### src/rtl/neuron_mac_pipe.sv
// neuron_mac_pipe: loadable-weight MAC neuron with saturating accumulate, bias add and linear/ReLU output.
// Optional macro NEURON_SAT_CNT_EN adds a sticky saturation-event counter on sat_count_o.
module neuron_mac_pipe #(
    parameter int unsigned LAYER_NO   = 2,
    parameter int unsigned NEURON_NO  = 0,
    parameter int unsigned NUM_WEIGHT = 30,
    parameter int unsigned DATA_WIDTH = 16,
    parameter int unsigned INT_WIDTH  = 1
) (
    input  logic                  clk,
    input  logic                  rst_n,
    input  logic [31:0]           cfg_layer_i,
    input  logic [31:0]           cfg_neuron_i,
    input  logic                  weight_valid_i,
    input  logic [DATA_WIDTH-1:0] weight_value_i,
    input  logic                  bias_valid_i,
    input  logic [DATA_WIDTH-1:0] bias_value_i,
    input  logic                  act_mode_i,
    input  logic [DATA_WIDTH-1:0] in_data_i,
    input  logic                  in_valid_i,
    output logic                  in_ready_o,
    output logic [DATA_WIDTH-1:0] out_data_o,
    output logic                  out_valid_o,
    input  logic                  out_ready_i,
    output logic                  busy_o,
`ifdef NEURON_SAT_CNT_EN
    output logic [15:0]           sat_count_o,
`endif
    output logic                  weights_loaded_o
);

    localparam int unsigned FRAC  = DATA_WIDTH - INT_WIDTH;
    localparam int unsigned ACC_W = 2 * DATA_WIDTH;
    localparam int unsigned PTR_W = (NUM_WEIGHT > 1) ? $clog2(NUM_WEIGHT) : 1;
    localparam int unsigned CNT_W = $clog2(NUM_WEIGHT + 1);

    localparam logic [ACC_W-1:0]      ACC_MAX = {1'b0, {(ACC_W-1){1'b1}}};
    localparam logic [ACC_W-1:0]      ACC_MIN = {1'b1, {(ACC_W-1){1'b0}}};
    localparam logic [DATA_WIDTH-1:0] OUT_MAX = {1'b0, {(DATA_WIDTH-1){1'b1}}};
    localparam logic [DATA_WIDTH-1:0] OUT_MIN = {1'b1, {(DATA_WIDTH-1){1'b0}}};

    typedef enum logic [2:0] {IDLE, ACCUM, DRAIN, BIAS, OUT} state_e;

    state_e                  state_q, state_d;
    logic [CNT_W-1:0]        rcnt_q, rcnt_d;
    logic                    dcnt_q, dcnt_d;
    logic [PTR_W-1:0]        wptr_q, wptr_d;
    logic                    loaded_q, loaded_d;
    logic [DATA_WIDTH-1:0]   bias_q, bias_d;
    logic [ACC_W-1:0]        acc_q, acc_d;
    logic [DATA_WIDTH-1:0]   out_data_q, out_data_d;
    logic                    out_valid_q, in_ready_q, busy_q;
    logic                    in_ready_d;
    logic signed [DATA_WIDTH-1:0] x_q, w_q;
    logic signed [ACC_W-1:0] prod_q, prod_d;
    logic                    v1_q, v2_q;
    logic [DATA_WIDTH-1:0]   mem_q [NUM_WEIGHT];

    logic                    match, accept, mem_we, sat_evt;
    logic [ACC_W-1:0]        acc_sum, acc_sat, bias_ext, bias_sum, bias_sat;
    logic                    acc_ovf, bias_ovf, conv_clamp;
    logic [DATA_WIDTH-1:0]   conv_res, conv_val, act_val;
    logic [INT_WIDTH-1:0]    conv_hi;

    assign match  = (cfg_layer_i == 32'(LAYER_NO)) && (cfg_neuron_i == 32'(NEURON_NO));
    assign accept = in_valid_i && in_ready_q;

    // Saturating adders for the MAC and the bias stage
    assign prod_d   = ACC_W'(x_q) * ACC_W'(w_q);
    assign acc_sum  = acc_q + prod_q;
    assign acc_ovf  = (acc_q[ACC_W-1] == prod_q[ACC_W-1]) && (acc_sum[ACC_W-1] != acc_q[ACC_W-1]);
    assign acc_sat  = acc_ovf ? (acc_q[ACC_W-1] ? ACC_MIN : ACC_MAX) : acc_sum;
    assign bias_ext = {{(ACC_W-DATA_WIDTH){bias_q[DATA_WIDTH-1]}}, bias_q} << FRAC;
    assign bias_sum = acc_q + bias_ext;
    assign bias_ovf = (acc_q[ACC_W-1] == bias_ext[ACC_W-1]) && (bias_sum[ACC_W-1] != acc_q[ACC_W-1]);
    assign bias_sat = bias_ovf ? (acc_q[ACC_W-1] ? ACC_MIN : ACC_MAX) : bias_sum;

    // Narrow the Q(2I).(2F) accumulator back to the I.F output format
    assign conv_res   = bias_sat[ACC_W-1-INT_WIDTH -: DATA_WIDTH];
    assign conv_hi    = bias_sat[ACC_W-1 -: INT_WIDTH];
    assign conv_clamp = conv_hi != {INT_WIDTH{conv_res[DATA_WIDTH-1]}};
    assign conv_val   = conv_clamp ? (bias_sat[ACC_W-1] ? OUT_MIN : OUT_MAX) : conv_res;
    assign act_val    = (act_mode_i && bias_sat[ACC_W-1]) ? '0 : conv_val;

    always_comb begin
        state_d    = state_q;
        rcnt_d     = rcnt_q;
        dcnt_d     = dcnt_q;
        wptr_d     = wptr_q;
        loaded_d   = loaded_q;
        bias_d     = bias_q;
        acc_d      = acc_q;
        out_data_d = out_data_q;
        mem_we     = 1'b0;
        sat_evt    = 1'b0;

        if (v2_q) begin
            acc_d   = acc_sat;
            sat_evt = acc_ovf;
        end

        case (state_q)
            IDLE: begin
                if (weight_valid_i && match) begin
                    mem_we = 1'b1;
                    if (wptr_q == PTR_W'(NUM_WEIGHT - 1)) begin
                        wptr_d   = '0;
                        loaded_d = 1'b1;
                    end else begin
                        wptr_d = wptr_q + PTR_W'(1);
                    end
                end
                if (bias_valid_i && match) bias_d = bias_value_i;
                if (accept) begin
                    acc_d   = '0;
                    rcnt_d  = CNT_W'(1);
                    state_d = ACCUM;
                end
            end
            ACCUM: begin
                if (accept) begin
                    rcnt_d = rcnt_q + CNT_W'(1);
                    if (rcnt_q + CNT_W'(1) == CNT_W'(NUM_WEIGHT)) begin
                        state_d = DRAIN;
                        dcnt_d  = 1'b0;
                    end
                end
            end
            DRAIN: begin
                if (dcnt_q) state_d = BIAS;
                else        dcnt_d  = 1'b1;
            end
            BIAS: begin
                acc_d      = bias_sat;
                out_data_d = act_val;
                sat_evt    = sat_evt | bias_ovf | conv_clamp;
                state_d    = OUT;
            end
            OUT: begin
                if (out_ready_i) begin
                    state_d = IDLE;
                    rcnt_d  = '0;
                end
            end
            default: state_d = IDLE;
        endcase

        in_ready_d = loaded_d && ((state_d == IDLE) ||
                                  ((state_d == ACCUM) && (rcnt_d < CNT_W'(NUM_WEIGHT))));
    end

    always_ff @(posedge clk or negedge rst_n) begin
        if (!rst_n) begin
            state_q     <= IDLE;
            rcnt_q      <= '0;
            dcnt_q      <= 1'b0;
            wptr_q      <= '0;
            loaded_q    <= 1'b0;
            bias_q      <= '0;
            acc_q       <= '0;
            out_data_q  <= '0;
            out_valid_q <= 1'b0;
            in_ready_q  <= 1'b0;
            busy_q      <= 1'b0;
        end else begin
            state_q     <= state_d;
            rcnt_q      <= rcnt_d;
            dcnt_q      <= dcnt_d;
            wptr_q      <= wptr_d;
            loaded_q    <= loaded_d;
            bias_q      <= bias_d;
            acc_q       <= acc_d;
            out_data_q  <= out_data_d;
            out_valid_q <= (state_d == OUT);
            in_ready_q  <= in_ready_d;
            busy_q      <= (state_d != IDLE);
        end
    end

    // Operand fetch and product stages of the MAC pipe
    always_ff @(posedge clk or negedge rst_n) begin
        if (!rst_n) begin
            x_q    <= '0;
            w_q    <= '0;
            prod_q <= '0;
            v1_q   <= 1'b0;
            v2_q   <= 1'b0;
        end else begin
            if (accept) begin
                x_q <= in_data_i;
                w_q <= mem_q[PTR_W'(rcnt_q)];
            end
            prod_q <= prod_d;
            v1_q   <= accept;
            v2_q   <= v1_q;
        end
    end

    always_ff @(posedge clk) begin
        if (mem_we) mem_q[wptr_q] <= weight_value_i;
    end

`ifdef NEURON_SAT_CNT_EN
    logic [15:0] sat_cnt_q;

    always_ff @(posedge clk or negedge rst_n) begin
        if (!rst_n)                                sat_cnt_q <= '0;
        else if (sat_evt && sat_cnt_q != 16'hFFFF) sat_cnt_q <= sat_cnt_q + 16'd1;
    end

    assign sat_count_o = sat_cnt_q;
`else
    logic unused_sat_evt;
    assign unused_sat_evt = sat_evt;
`endif

    assign in_ready_o       = in_ready_q;
    assign out_data_o       = out_data_q;
    assign out_valid_o      = out_valid_q;
    assign busy_o           = busy_q;
    assign weights_loaded_o = loaded_q;

endmodule
### config.mk
export PLATFORM = sky130hd
export DESIGN_NAME = neuron_mac_pipe
export DESIGN_NICKNAME = d
export VERILOG_FILES = /design/src/rtl/neuron_mac_pipe.sv
export SDC_FILE = /design/constraint.sdc
export NUM_CORES = 2
export LEC_CHECK = 0
export BUFFER_PORTS_ARGS = -buffer_cell sky130_fd_sc_hd__buf_2
export CAP_MARGIN = 20
export CORE_ASPECT_RATIO = 0.9
export CORE_MARGIN = 1
export CORE_UTILIZATION = 68
export DETAILED_ROUTE_END_ITERATION = 8
export GPL_TIMING_DRIVEN = 0
export PLACE_DENSITY = 0.91
export SLEW_MARGIN = 15
export SYNTH_ARGS = -nofsm -noshare
export SYNTH_HDL_FRONTEND = slang
export SYNTH_SLANG_ARGS = --single-unit
export TNS_END_PERCENT = 20
### constraint.sdc
create_clock -name clk -period 10.3 [get_ports clk]
set_input_delay 1.545 -clock clk [delete_from_list [all_inputs] [get_ports clk]]
set_output_delay 1.545 -clock clk [all_outputs]
set_load 0.02 [all_outputs]
==> results.cfg <==
[sta]
rsz0062_at_grt = false
fin_skew_ns = 0.03970
worst_slack_ns = 3.035
period_share_pct = 70.54
finalMaxSlewViolations = 0
holdWs_ns = 0.3561
relSlewSlack_pct = 31.97
hold_violations = 0
worstMarginPinSlew_ns = 1.019
setup_viol = 0
max_freq_ghz = 0.1376
final.setup.tns_ns = 0
fin_crit_ns = 7.265

[global_routing]
grt.total_usage_pct = 36.86
grt_pass1_wl_um = 148500
overflow = 0
grt_pass1_vias = 25260
grt_start_max_net_pins = 87
antenna_found_initial = 5

[cts]
cts.root.buffer_cell = clkbuf_16
post_cts_buffers = 0
cts_tree = built
insertion_delay_ns = 0.67
ctsResizeCount = 0
clkSinkCount = 628
clk_path_buf_depth = 3
clkTransAtPathRegs_ns = 0.06
cts_made_buffers = 59
htree_num_levels = 2
cts_hold_repair.buffers = 0

[power]
peakVddDrop_mv = 0.1587
power.internal_mw = 3.873
p_sw_mw = 1.063
clkPwrFrac_pct = 43.1
switching_share_pct = 21.53
power.density_mw_per_mm2 = 122.8
p_seq_share_pct = 55.3
p_leak_nw = 16.25
combPwrFrac_pct = 1.6

[route]
final_antenna_net_count = 0
finalWirelength_um = 98080
drc = 0
dr.pass1.iters = 7
vias = 24610
avgRoutedWirePerCell_um = 26.10
drt-vias-per-instance = 6.549
drt_iter0_drc = 3158

[synth]
ys_types = 76
synth_top_flop_cell = edfxtp_1
syn_inst = 2803
synth_edf_count = 480
ys_ff_latch = 628
synth_seq_area_share_pct = 49.59
synth_area_per_cell_um2 = 13.03
async_reset_ff_share_pct = 23.57
syn_nets = 3323
syn_area_mm2 = 0.03654
synth_warnings = 0

[hold_path]
min-delay-start = v1_q
whs_path_depth = 0
min_to = v2_q
hp-class = flip-flop to flip-flop

[worst_setup_path]
endpoint_kind = flip-flop
r2r_cells = 21
cp_top_family = adder cells
crit-reg2reg-capture = prod_q[30]
r2r-start = w_q[8]
crit_path_top_delay_cell = clkbuf_1
crit_path_frequent_cell = fa_1
critPathBufInv = 5
worstSetupStartpointType = flip-flop
cp_data_arrival_time_ns = 7.79
r2r_setup_slack_ns = 3.03
worst_path_largest_cell_delay_ns = 0.59
crit_chain = clkbuf_1 -> clkbuf_1 -> nand2_1 -> fa_1 -> inv_1 -> fa_1 -> fa_1 -> fa_1 -> fa_1 -> inv_1 -> fa_1 -> inv_1 -> ha_1 -> o21ai_0 -> a21oi_1 -> o211ai_1 -> or3_1 -> o211ai_1 -> a21oi_1 -> o21ai_0 -> xor2_1
critical_path_class = flip-flop to flip-flop
cp.required_ns = 10.82
critPathMaxFanout = 10

[floorplan]
start_util_pct = 68.87
die_h_um = 221.9
die_w_um = 246.3
core_area_mm2 = 0.05305
io_pins = 139
rows = 80
die_area_mm2 = 0.05466

[finish]
drive_gt1_share_pct = 14.97
final_common_cell = edfxtp_1
nets = 3532
regArea_mm2 = 0.01812
fin_util_pct = 75.78
fillers = 3152
synthToLayoutAreaGrowth_pct = 10.04
multi_input_area_mm2 = 0.01683
layout_common_cells = 480 x edfxtp_1, 311 x inv_1, 266 x fa_1

[place]
globalplace.congestion = 0.9810
portBuffers = 138
dp_hpwl_um = 68960
dp_worst_setup_slack_ns = 3.270

[run]
maxCapViolations = 0

[outcome]
outcome = finished, final reports clean
-- layout make-up --
cell class / instances / area share [%]
flip-flops and latches: 628 / 45.06
diodes: 1 / 0.006224
clock inverters: 38 / 0.8216
repair buffers: 148 / 2.129
plain buffers: 111 / 1.204
clock buffers: 71 / 3.809
well taps: 697 / 2.169
inverters: 313 / 2.922
multi-input cells: 1751 / 41.87
-- logic make-up after synthesis --
logic type	Yosys count	synth area share, %
and+or+nand+nor	656	8.424
muxes	212	9.260
buffers and inverters	424	4.541
DFF	628	49.59
AOI/OAI and AO/OA	407	7.171
adders and majority gates	401	19.20
xor gates and xnor gates	75	1.818
-- synthesized netlist by cell type, types with 5 or more instances --
| cell type | number | area (µm²) |
|---|---|---|
| edfxtp_1 | 480 | 14410 |
| inv_1 | 311 | 1167 |
| fa_1 | 266 | 5325 |
| nand2_1 | 256 | 960.9 |
| dfrtp_1 | 148 | 3704 |
| nor2_1 | 138 | 518.0 |
| ha_1 | 135 | 1689 |
| and2_1 | 123 | 769.5 |
| o21ai_0 | 107 | 535.5 |
| a21oi_1 | 100 | 500.5 |
| mux4_2 | 96 | 2162 |
| clkbuf_1 | 79 | 296.5 |
| mux2i_1 | 68 | 680.7 |
| mux2_2 | 48 | 540.5 |
| xnor2_1 | 45 | 394.1 |
| nand3_1 | 32 | 160.2 |
| a211oi_1 | 31 | 232.7 |
| a21o_1 | 31 | 232.7 |
| nor4_1 | 29 | 181.4 |
| xor2_1 | 29 | 254.0 |
| o22ai_1 | 19 | 118.9 |
| nor3_1 | 18 | 90.09 |
| buf_2 | 16 | 80.08 |
| o221ai_1 | 16 | 140.1 |
| o211ai_1 | 14 | 105.1 |
| o21a_1 | 13 | 97.59 |
| nand2b_1 | 12 | 75.07 |
| nand4_1 | 12 | 75.07 |
| a22o_1 | 11 | 96.34 |
| o21bai_1 | 11 | 82.58 |
| a31oi_1 | 8 | 50.05 |
| and3_1 | 8 | 50.05 |
| buf_1 | 8 | 30.03 |
| nand3b_1 | 7 | 52.55 |
| or3_1 | 7 | 43.79 |
| nor2b_1 | 6 | 37.54 |
| o31ai_1 | 5 | 37.54 |
-- flip-flops by register name, indices dropped and copies added (netlist names) --
signal and flops:
in_ready_o 1, bias_q 16, v2_q 1, out_valid_o 1, v1_q 1, busy_o 1
mem_q 480, weights_loaded_o 1, out_data_o 16, prod_q 32, dcnt_q 1, state_q 3
wptr_q 5, rcnt_q 5, acc_q 32, w_q 16, x_q 16
-- through the flow --
step,cell area [µm²],cells,power [mW]
finish,40200,3758,4.936
global route,40200,3757,5.036
CTS,40200,3757,4.932
detailed placement,38340,3648,2.860
global placement,38100,3638,2.852
floorplan,36540,2803,2.785
-- worst register-to-register path, stage by stage, from the launching register on --
cell and delay (ns):
dfrtp_1 0.33, clkbuf_1 0.59, clkbuf_1 0.50, nand2_1 0.15
fa_1 0.53, inv_1 0.05, fa_1 0.48, fa_1 0.58
fa_1 0.43, fa_1 0.49, inv_1 0.06, fa_1 0.52
inv_1 0.06, ha_1 0.40, o21ai_0 0.17, a21oi_1 0.23
o211ai_1 0.18, or3_1 0.36, o211ai_1 0.34, a21oi_1 0.17
o21ai_0 0.24, xor2_1 0.28
-- how the worst max path moves through the flow --
stage	endpoint	cells past startpoint	startpoint	slack (ns)
5_1_grt	prod_q[30]	21	w_q[8]	2.78
2_1_floorplan	prod_q[31]	21	x_q[15]	4.30
3_3_place_gp	prod_q[31]	21	w_q[2]	3.36
3_5_place_dp	prod_q[30]	21	w_q[8]	3.27
4_1_cts	prod_q[30]	21	w_q[8]	3.19
6_report	prod_q[30]	21	w_q[8]	3.03
-- per-layer routing --
| metal | global-route usage [%] | vias up | share of wire, % |
|---|---|---|---|
| met5 | 0 | - | 0 |
| met4 | 16.19 | 0 | 4.9 |
| met3 | 6.173 | 319 | 10 |
| met2 | 59.78 | 1645 | 49 |
| met1 | 49.64 | 12370 | 36 |
| li1 | - | 10280 | - |
-- power by group through the flow --
stage | clock [mW] | sequential [mW] | combinational, mW
after CTS | 2.12 | 2.73 | 0.0790
after global routing | 2.22 | 2.73 | 0.0846
after global placement | 0 | 2.78 | 0.0704
after detailed placement | 0 | 2.78 | 0.0782
after floorplan | 0 | 2.78 | 0.00292
final | 2.13 | 2.73 | 0.0800
Note: power is estimated with default switching activity, not from simulation.
